<file path="src/rtl/axi_timestable_arbiter.sv">
`default_nettype none
// ============================================================================
// Module      : axi_timestable_arbiter
// Description : Round-robin arbiter sharing one AXI4-lite read path into the
//               times-table block memory between two lookup requesters.
//               Single outstanding AR/R transaction; 6-bit product returned
//               to the granted requester with a one-cycle done pulse.
// Revision    : 1.0 - initial release
// ============================================================================
module axi_timestable_arbiter #(
    parameter int ADDR_SHIFT = 2,
    parameter int AXI_AW     = 32,
    parameter int AXI_DW     = 32,
    parameter int CNT_W      = 16
) (
    input  logic              clk,
    input  logic              rst,
    input  logic              req0,
    input  logic [2:0]        a0,
    input  logic [2:0]        b0,
    output logic              done0,
    output logic [5:0]        result0,
    output logic              err0,
    input  logic              req1,
    input  logic [2:0]        a1,
    input  logic [2:0]        b1,
    output logic              done1,
    output logic [5:0]        result1,
    output logic              err1,
    output logic              busy,
    output logic [CNT_W-1:0]  rd_count,
    output logic [AXI_AW-1:0] m_araddr,
    output logic              m_arvalid,
    input  logic              m_arready,
    input  logic [AXI_DW-1:0] m_rdata,
    input  logic [1:0]        m_rresp,
    input  logic              m_rvalid,
    output logic              m_rready
);

    typedef enum logic [1:0] {
        ST_IDLE = 2'd0,
        ST_ADDR = 2'd1,
        ST_DATA = 2'd2
    } state_t;

    localparam logic [CNT_W-1:0] c_cnt_one = {{(CNT_W-1){1'b0}}, 1'b1};
    localparam logic [CNT_W-1:0] c_cnt_max = {CNT_W{1'b1}};

    state_t              r_state;
    state_t              w_state_next;
    logic                r_last;
    logic                r_owner;
    logic [AXI_AW-1:0]   r_araddr;
    logic                r_arvalid;
    logic                r_rready;
    logic                r_done0;
    logic                r_done1;
    logic [5:0]          r_result0;
    logic [5:0]          r_result1;
    logic                r_err0;
    logic                r_err1;
    logic [CNT_W-1:0]    r_cnt;

    logic                w_grant_valid;
    logic                w_grant_sel;
    logic                w_ar_hs;
    logic                w_r_hs;
    logic [5:0]          w_sel_ab;
    logic [AXI_AW-1:0]   w_sel_addr;
    logic                w_rerr;
    logic                w_unused_rdata;

    // Index of the requester being granted, widened and scaled to a byte address
    assign w_sel_ab   = w_grant_sel ? {a1, b1} : {a0, b0};
    assign w_sel_addr = {{(AXI_AW-6){1'b0}}, w_sel_ab} << ADDR_SHIFT;
    assign w_rerr     = (m_rresp != 2'b00);

    // Only the low six bits of a table word carry the product
    assign w_unused_rdata = ^m_rdata[AXI_DW-1:6];

    // State register
    always_ff @(posedge clk) begin
        if (rst) begin
            r_state <= ST_IDLE;
        end else begin
            r_state <= w_state_next;
        end
    end

    // Next-state logic, grant selection and handshake strobes
    always_comb begin
        w_state_next  = r_state;
        w_grant_valid = 1'b0;
        w_grant_sel   = 1'b0;
        w_ar_hs       = 1'b0;
        w_r_hs        = 1'b0;
        case (r_state)
            ST_IDLE: begin
                if (req0 || req1) begin
                    w_grant_valid = 1'b1;
                    // On a tie the requester not granted last time wins
                    w_grant_sel   = (req0 && req1) ? ~r_last : req1;
                    w_state_next  = ST_ADDR;
                end
            end
            ST_ADDR: begin
                if (m_arready) begin
                    w_ar_hs      = 1'b1;
                    w_state_next = ST_DATA;
                end
            end
            ST_DATA: begin
                if (m_rvalid) begin
                    w_r_hs       = 1'b1;
                    w_state_next = ST_IDLE;
                end
            end
            default: w_state_next = ST_IDLE;
        endcase
    end

    // Datapath: grant capture, AXI control registers, result return, counter
    always_ff @(posedge clk) begin
        if (rst) begin
            r_last    <= 1'b1;
            r_owner   <= 1'b0;
            r_araddr  <= '0;
            r_arvalid <= 1'b0;
            r_rready  <= 1'b0;
            r_done0   <= 1'b0;
            r_done1   <= 1'b0;
            r_result0 <= '0;
            r_result1 <= '0;
            r_err0    <= 1'b0;
            r_err1    <= 1'b0;
            r_cnt     <= '0;
        end else begin
            r_done0 <= 1'b0;
            r_done1 <= 1'b0;
            if (w_grant_valid) begin
                r_owner   <= w_grant_sel;
                r_last    <= w_grant_sel;
                r_araddr  <= w_sel_addr;
                r_arvalid <= 1'b1;
            end
            if (w_ar_hs) begin
                r_arvalid <= 1'b0;
                r_rready  <= 1'b1;
            end
            if (w_r_hs) begin
                r_rready <= 1'b0;
                if (r_cnt != c_cnt_max) begin
                    r_cnt <= r_cnt + c_cnt_one;
                end
                if (r_owner) begin
                    r_result1 <= m_rdata[5:0];
                    r_err1    <= w_rerr;
                    r_done1   <= 1'b1;
                end else begin
                    r_result0 <= m_rdata[5:0];
                    r_err0    <= w_rerr;
                    r_done0   <= 1'b1;
                end
            end
        end
    end

    assign busy      = (r_state != ST_IDLE);
    assign rd_count  = r_cnt;
    assign m_araddr  = r_araddr;
    assign m_arvalid = r_arvalid;
    assign m_rready  = r_rready;
    assign done0     = r_done0;
    assign done1     = r_done1;
    assign result0   = r_result0;
    assign result1   = r_result1;
    assign err0      = r_err0;
    assign err1      = r_err1;

endmodule
`default_nettype wire

</file>
<file path="config.mk">
export PLATFORM = sky130hd
export DESIGN_NAME = axi_timestable_arbiter
export DESIGN_NICKNAME = d
export VERILOG_FILES = /design/src/rtl/axi_timestable_arbiter.sv
export SDC_FILE = /design/constraint.sdc
export NUM_CORES = 1
export LEC_CHECK = 0
export BUFFER_PORTS_ARGS = -buffer_cell sky130_fd_sc_hd__buf_2
export CAP_MARGIN = 5
export CORE_ASPECT_RATIO = 0.8
export CORE_UTILIZATION = 44
export CTS_CLUSTER_SIZE = 20
export DETAILED_ROUTE_END_ITERATION = 10
export PLACE_DENSITY = 0.8
export SETUP_SLACK_MARGIN = 0.2
export SYNTH_ARGS = -nofsm -noshare
export SYNTH_HDL_FRONTEND = slang
export SYNTH_SLANG_ARGS = --single-unit
</file>
<file path="constraint.sdc">
create_clock -name clk -period 2.1 [get_ports clk]
set_input_delay 0.21 -clock clk [delete_from_list [all_inputs] [get_ports clk]]
set_output_delay 0.21 -clock clk [all_outputs]
set_load 0.005 [all_outputs]
</file>
==> metrics.txt, run 1 <==
outcome=complete, no violations; top post-synthesis cells by area=dfxtp_1 (43%), buf_4 (9.5%), a21oi_1 (8.3%); crit path time final=between 1.5 and 2 ns; CTS max path bufs=2; Top Ports=roughly 120; n_diodes=0; clk root buf=clkbuf_8; Max-slew headroom=approximately two thirds; Clk pwr share=roughly 34%; skew final=0.00381 ns; Overflow after GRT=0; Hold Fails Final Rpt=0; internal power=roughly 1.2 mW; # rows=21; Mapped Area=just over 2000 µm²; Die Footprint=between 4000 and 5000 µm²; Critical R2R Launch=rd_count[4]; Sw Ratio=roughly 24%; Worst Reg-to-Reg Cells=4; worst setup margin=0.223 ns; Setup-failing EPs final=0; Max Cap Violations=0; CTS tree=yes; Post-Synthesis Cells=between 200 and 250; switching power=0.384 mW; # clock sinks=between 40 and 50; Synth area leader=dfxtp_1; DRC Markers=0; Seq pwr share=55.4%; Leak=between 1 and 1.5 nW; logic gate share of total power=a little over a tenth; pwr dens=approximately 640 nW/µm²; crit path max fanout=8; clock latency on the worst-skew pair=0.28 ns; Worst EP required=between 2 and 2.5 ns; 1st-iter DRT viols=roughly 90; library cells used by synthesis=between 40 and 50; Layout Nets=370; Die H=between 60 and 70 µm; Post-CTS Hold Buffers=0; Final Cell Area=between 2000 and 2500 µm²; arrival time worst endpoint=between 2 and 2.5 ns; H-tree depth=2; final WL=about 4.6 mm; share of the synthesized area in the top cell type=42.7%; Worst path top cell family by delay=simple AND/OR/NAND/NOR gates; CP bufs+invs=0; crit path kind=reg -> reg; pin count of the biggest net entering global routing=23; Synth Register Bits=44; WHS Path Cells=3; dpl hpwl=3.43 mm; Ys Warns=0; Avg Cell Area, Syn=around 8.3 µm²; core box area=4340 µm²; routed vias=~1900; hold crit path type=in -> reg; period utilisation layout=between 80% and 90%; nature of the critical path endpoint=register; Hold Path End=result0[5]; worst slack, placed=about 0.15 ns; CP max-delay cell=or4_4; Via-to-Cell Ratio=between 5 and 6; vias in the first global route=between 1500 and 2000; HP Start=m_rdata[5]; Final Max Slew Viols=0; CTS buffer count=5; Post-Route Setup TNS=0 ns; fmax=~530 MHz; first-pass GRT wire length=7.27 mm; Tot GR Track Use=a little under a fifth; drt first pass iters=4; die width=78.5 µm; Post-DP Area=between 2000 and 2500 µm²; Peak VDD IR=0.000388 V; crit path cell chain=nand3_1, or4_4, or4_1, a21oi_1; most common cell after layout, fill and taps aside=buf_2; fill count=about 440; final hold slack=around 0.17 ns; R2R Path End=rd_count[9]; largest stage delay on the critical path=0.61 ns; placer congestion estimate=~0.86; routed len/inst=around 12 µm; sequential area share after synthesis=about 43%; Initial Utilization=between 40 and 50%; ANT nets after route=0; crit path launch type=register; layout cell share with drive strength beyond 1=roughly 30%; area grow syn2layout=20.0%; Slew @ Worst Pin=0.519 ns; Total Power=approximately 1.6 mW; Port Buffers=66; FF-to-FF setup slack=around 0.22 ns; initial antenna violation count=0; most frequent cells in the layout=buf_2 (66), dfxtp_1 (43), nand2_1 (40); Worst-path clk slew=around 0.080 ns; RSZ-0062 raised after global routing=yes
==> how the worst max path moves through the flow <==
stage / to / cells past startpoint / start / slack, ns
floorplan: rd_count[9] / 6 / r_state[0] / 0.20
global placement: rd_count[9] / 4 / rd_count[3] / 0.18
detailed placement: rd_count[9] / 4 / rd_count[3] / 0.15
CTS: rd_count[9] / 4 / rd_count[3] / 0.21
global route: rd_count[9] / 4 / rd_count[4] / 0.11
finish: rd_count[9] / 4 / rd_count[4] / 0.22
==> metrics by stage <==
step                utilization [%]  instances
floorplan                         -        273
global placement               54.7        367
detailed placement             54.7        367
CTS                            56.9        375
global route                   57.1        375
finish                         57.1        375
==> cell type report <==
class	instances	area (µm²)	area share, %
multi-input cells	187	1020	41.2
flip-flops and latches	44	882	35.7
repair buffers	74	390	15.8
clock buffers	6	82.6	3.34
well taps	57	71.3	2.88
inverters	5	18.8	0.759
clock inverters	2	10.0	0.405
==> state kept, by name, summed over array words and instances, names as in the netlist <==
| name | count |
|---|---|
| r_last | 1 |
| done1 | 1 |
| result1 | 6 |
| rd_count | 16 |
| r_owner | 1 |
| done0 | 1 |
| m_arvalid | 1 |
| err1 | 1 |
| m_rready | 1 |
| result0 | 6 |
| r_state | 2 |
| err0 | 1 |
| m_araddr | 6 |
==> cell families (layout without fill, tap and decap cells) <==
logic type,count (synthesis),in the layout,synth area share [%]
simple gates,90,90,22.3
compound gates,69,69,20.8
flops,44,44,42.7
buf+inv,42,87,12.9
fa+ha+maj,1,1,0.607
other cells,1,26,0.182
xor+xnor,1,1,0.425
==> Yosys cell counts <==
cell type and count:
and3_1 2, buf_2 1, o21a_1 2, a21bo_2 1, or3b_2 1, nand3_1 5
nor2b_1 1, o2111ai_1 1, buf_6 1, ha_1 1, o21ai_1 1, clkbuf_2 1
conb_1 1, o41ai_1 3, o31ai_1 4, o211ai_1 2, o221ai_1 6, o21ai_0 8
nor3b_1 1, nand2b_1 1, or3_1 5, a31o_2 1, or4_2 1, a211oi_1 4
inv_1 5, nor2_1 11, nor4_1 2, o311ai_0 1, nor3_1 3, and3b_2 1
nand3b_4 1, nand3b_1 1, buf_4 26, dfxtp_1 44, or3_2 3, clkbuf_1 8
nand4_1 5, and4_1 1, a21oi_1 34, nand2_1 40, o31a_1 1, and2_1 2
xor2_1 1, or4_1 3
==> tightest hold or removal path: cells and delay by family <==
kind / cells / cell delay [ns]
buf+inv: 1 / 0.10
compound gates: 1 / 0.05
simple gates: 1 / 0.05
==> power groups by stage <==
stage	clock network, mW	logic (mW)	registers [mW]
finish	0.536	0.168	0.875
global route	0.588	0.190	0.879
CTS	0.551	0.168	0.875
detailed placement	0	0.167	0.895
global placement	0	0.164	0.893
floorplan	0	0.132	0.894
==> routing by layer <==
| layer | GRT usage [%] | up-vias | routed length, µm |
|---|---|---|---|
| li1 | - | 976 | - |
| met1 | 25.7 | 876 | 2270 |
| met2 | 29.0 | 63 | 2070 |
| met3 | 4.49 | 4 | 248 |
| met4 | 2.78 | 0 | 22 |
| met5 | 0 | - | 0 |
==> repair_timing <==
action	in CTS	in global routing
setup buffers	0	0
setup endpoints to repair	1	7
resized for setup	1	2
endpoints found under the hold margin	0	0
Note: power is estimated with default switching activity, not from simulation.
==> run 2: changes to the inputs <==
Settings changed: CORE_ASPECT_RATIO 0.8 to unset.
==> run 2 against run 1 <==
Utilization up 0.54 points. Hold slack worse by 0.011 ns. Power rose by 21%. Final cell count fell by 1.3%. Register-to-register slack gained 0.06 ns. Wire length down 2.0%. Clock power is 63% higher. Highest routed layer unchanged.
==> metrics.txt, run 2 (same netlist as run 1, synthesis figures left out) <==
worst setup margin=0.279 ns (+0.0558 ns); switching power=0.388 mW (+1.1%); Max-slew headroom=64.1% (-1.1 points); Die Footprint=4960 µm² (about the same); n_diodes=0 (unchanged); Setup-failing EPs final=0 (unchanged); Leak=1.10 nW (+2.3%); Final Max Slew Viols=0 (unchanged); CTS max path bufs=2 (unchanged); routed len/inst=12.2 µm (-0.72%); Worst-path clk slew=0.08 ns (about the same); routed vias=1922 (+0.16%); crit path cell chain=nand3_2, or4_4, or4_1, a21oi_1; CP max-delay cell=or4_4; placer congestion estimate=0.777 (-9.7%); Initial Utilization=46.7% (-0.85 points); crit path max fanout=8 (unchanged); Hold Fails Final Rpt=0 (unchanged); worst slack, placed=0.129 ns (-0.0177 ns); outcome=complete, no violations; # clock sinks=44 (unchanged); Layout Nets=370 (unchanged); logic gate share of total power=8.6% (-2.0 points); Max Cap Violations=0 (unchanged); fmax=549 MHz (+3.1%); Die H=70.4 µm (+11%); post-layout util=57.6% (+0.54 points); Tot GR Track Use=19.0% (+0.59 points); crit path time final=1.82 ns (-0.0558 ns); Port Buffers=66 (unchanged); initial antenna violation count=0 (unchanged); area grow syn2layout=23.4%; RSZ-0062 raised after global routing=no; clock latency on the worst-skew pair=0.29 ns (about the same); CTS buffer count=5 (unchanged); clk root buf=clkbuf_8; dpl hpwl=3.41 mm (-0.56%); most common cell after layout, fill and taps aside=buf_2; 1st-iter DRT viols=76 (-14%); H-tree depth=2 (unchanged); Setup Buffers After CTS=0 (unchanged); FF-to-FF setup slack=0.28 ns (+0.06 ns); pin count of the biggest net entering global routing=25 (+8.7%); period utilisation layout=86.7% (-2.7 points); die width=70.4 µm (-10%); arrival time worst endpoint=2.04 ns (-0.05 ns); Clk pwr share=45.6% (+12 points); Post-Route Setup TNS=0 ns (unchanged); # rows=24 (+14%); Top Ports=119 (unchanged); most frequent cells in the layout=buf_2 (66), dfxtp_1 (42), nand2_1 (40); largest stage delay on the critical path=0.59 ns (-0.02 ns); nature of the critical path endpoint=register; core box area=4410 µm² (+1.8%); CTS tree=yes; Seq pwr share=45.8% (-9.6 points); skew final=0.00804 ns (+0.00423 ns); max FFs per register=16 (unchanged); first-pass GRT wire length=7.69 mm (+5.7%); Worst EP required=2.32 ns (about the same); crit path launch type=register; final WL=4.51 mm (-2.0%); pwr dens=753 nW/µm² (+18%); vias in the first global route=1768 (+10%); Sw Ratio=20.3% (-4.1 points); Peak VDD IR=0.000305 V (-21%); drt first pass iters=4 (unchanged); crit path kind=reg -> reg; Slew @ Worst Pin=0.536 ns (+0.0175 ns); internal power=1.53 mW (+28%); Post-CTS Hold Buffers=0 (unchanged); hold crit path type=in -> reg; fill count=425 (-3.2%); DRC Markers=0 (unchanged); layout cell share with drive strength beyond 1=30.5% (+0.94 points); ANT nets after route=0 (unchanged); Via-to-Cell Ratio=5.19 (+1.5%); Overflow after GRT=0 (unchanged)
## run 2: cell types whose count changed in the layout (fill, tap and decap cells not counted), sizes merged
cell	before	now
bufinv	0	3
clkbuf	6	5
clkinv	2	0
## run 2: critical path, delay by kind of cell, from the launching register on
| kind | cells | cell delay [ns] |
|---|---|---|
| AND/OR/NAND/NOR | 3 | 1.21 |
| AO/OA/AOI/OAI | 1 | 0.15 |
| flip-flops | 1 | 0.40 |
## run 2: through the flow
stage	hold WS (ns)	cell area, µm²	power [mW]	instances
after floorplan	0.346	2150	1.03	273
after global placement	0.437	2360	1.06	362
after detailed placement	0.445	2360	1.06	362
after CTS	0.155	2530	1.93	370
after global routing	0.161	2540	1.99	370
final	0.163	2540	1.91	370
## run 2: what timing repair did
item | in CTS | in global routing
resized for setup | 2 | 5
cloned | 0 | 0
endpoints found under the setup margin | 4 | 8
## run 2: layer usage
layer | vias to the layer above | routed length (µm) | track usage [%]
met2 | 62 | 2210 | 33.4
met1 | 877 | 2040 | 23.0
li1 | 977 | - | -
met5 | - | 0 | 0
met4 | 0 | 42 | 6.22
met3 | 6 | 214 | 3.46
## run 2: power by group through the flow
| stage | Clock (mW) | Combinational (mW) | Sequential, mW |
|---|---|---|---|
| finish | 0.873 | 0.165 | 0.876 |
| global placement | 0 | 0.161 | 0.895 |
| global route | 0.929 | 0.185 | 0.880 |
| detailed placement | 0 | 0.165 | 0.896 |
| CTS | 0.890 | 0.166 | 0.876 |
| floorplan | 0 | 0.132 | 0.894 |
## run 2: worst paths after layout
kind / start / end / cells past startpoint
worst max-delay path: rd_count[4] / rd_count[9] / 4
worst min-delay path: m_rdata[3] / result0[3] / 3
worst max register to register: rd_count[4] / rd_count[9] / 4
worst min register to register: m_araddr[4] / m_araddr[4] / 2
## run 2: final cells by class
type | instances | area, µm² | area share, %
multi-input cells | 187 | 1030 | 40.4
inverters | 5 | 18.8 | 0.738
clock buffers | 5 | 68.8 | 2.71
well taps | 52 | 65.1 | 2.56
flip-flops and latches | 44 | 883 | 34.7
clock inverters | 3 | 90.1 | 3.54
repair buffers | 74 | 390 | 15.4
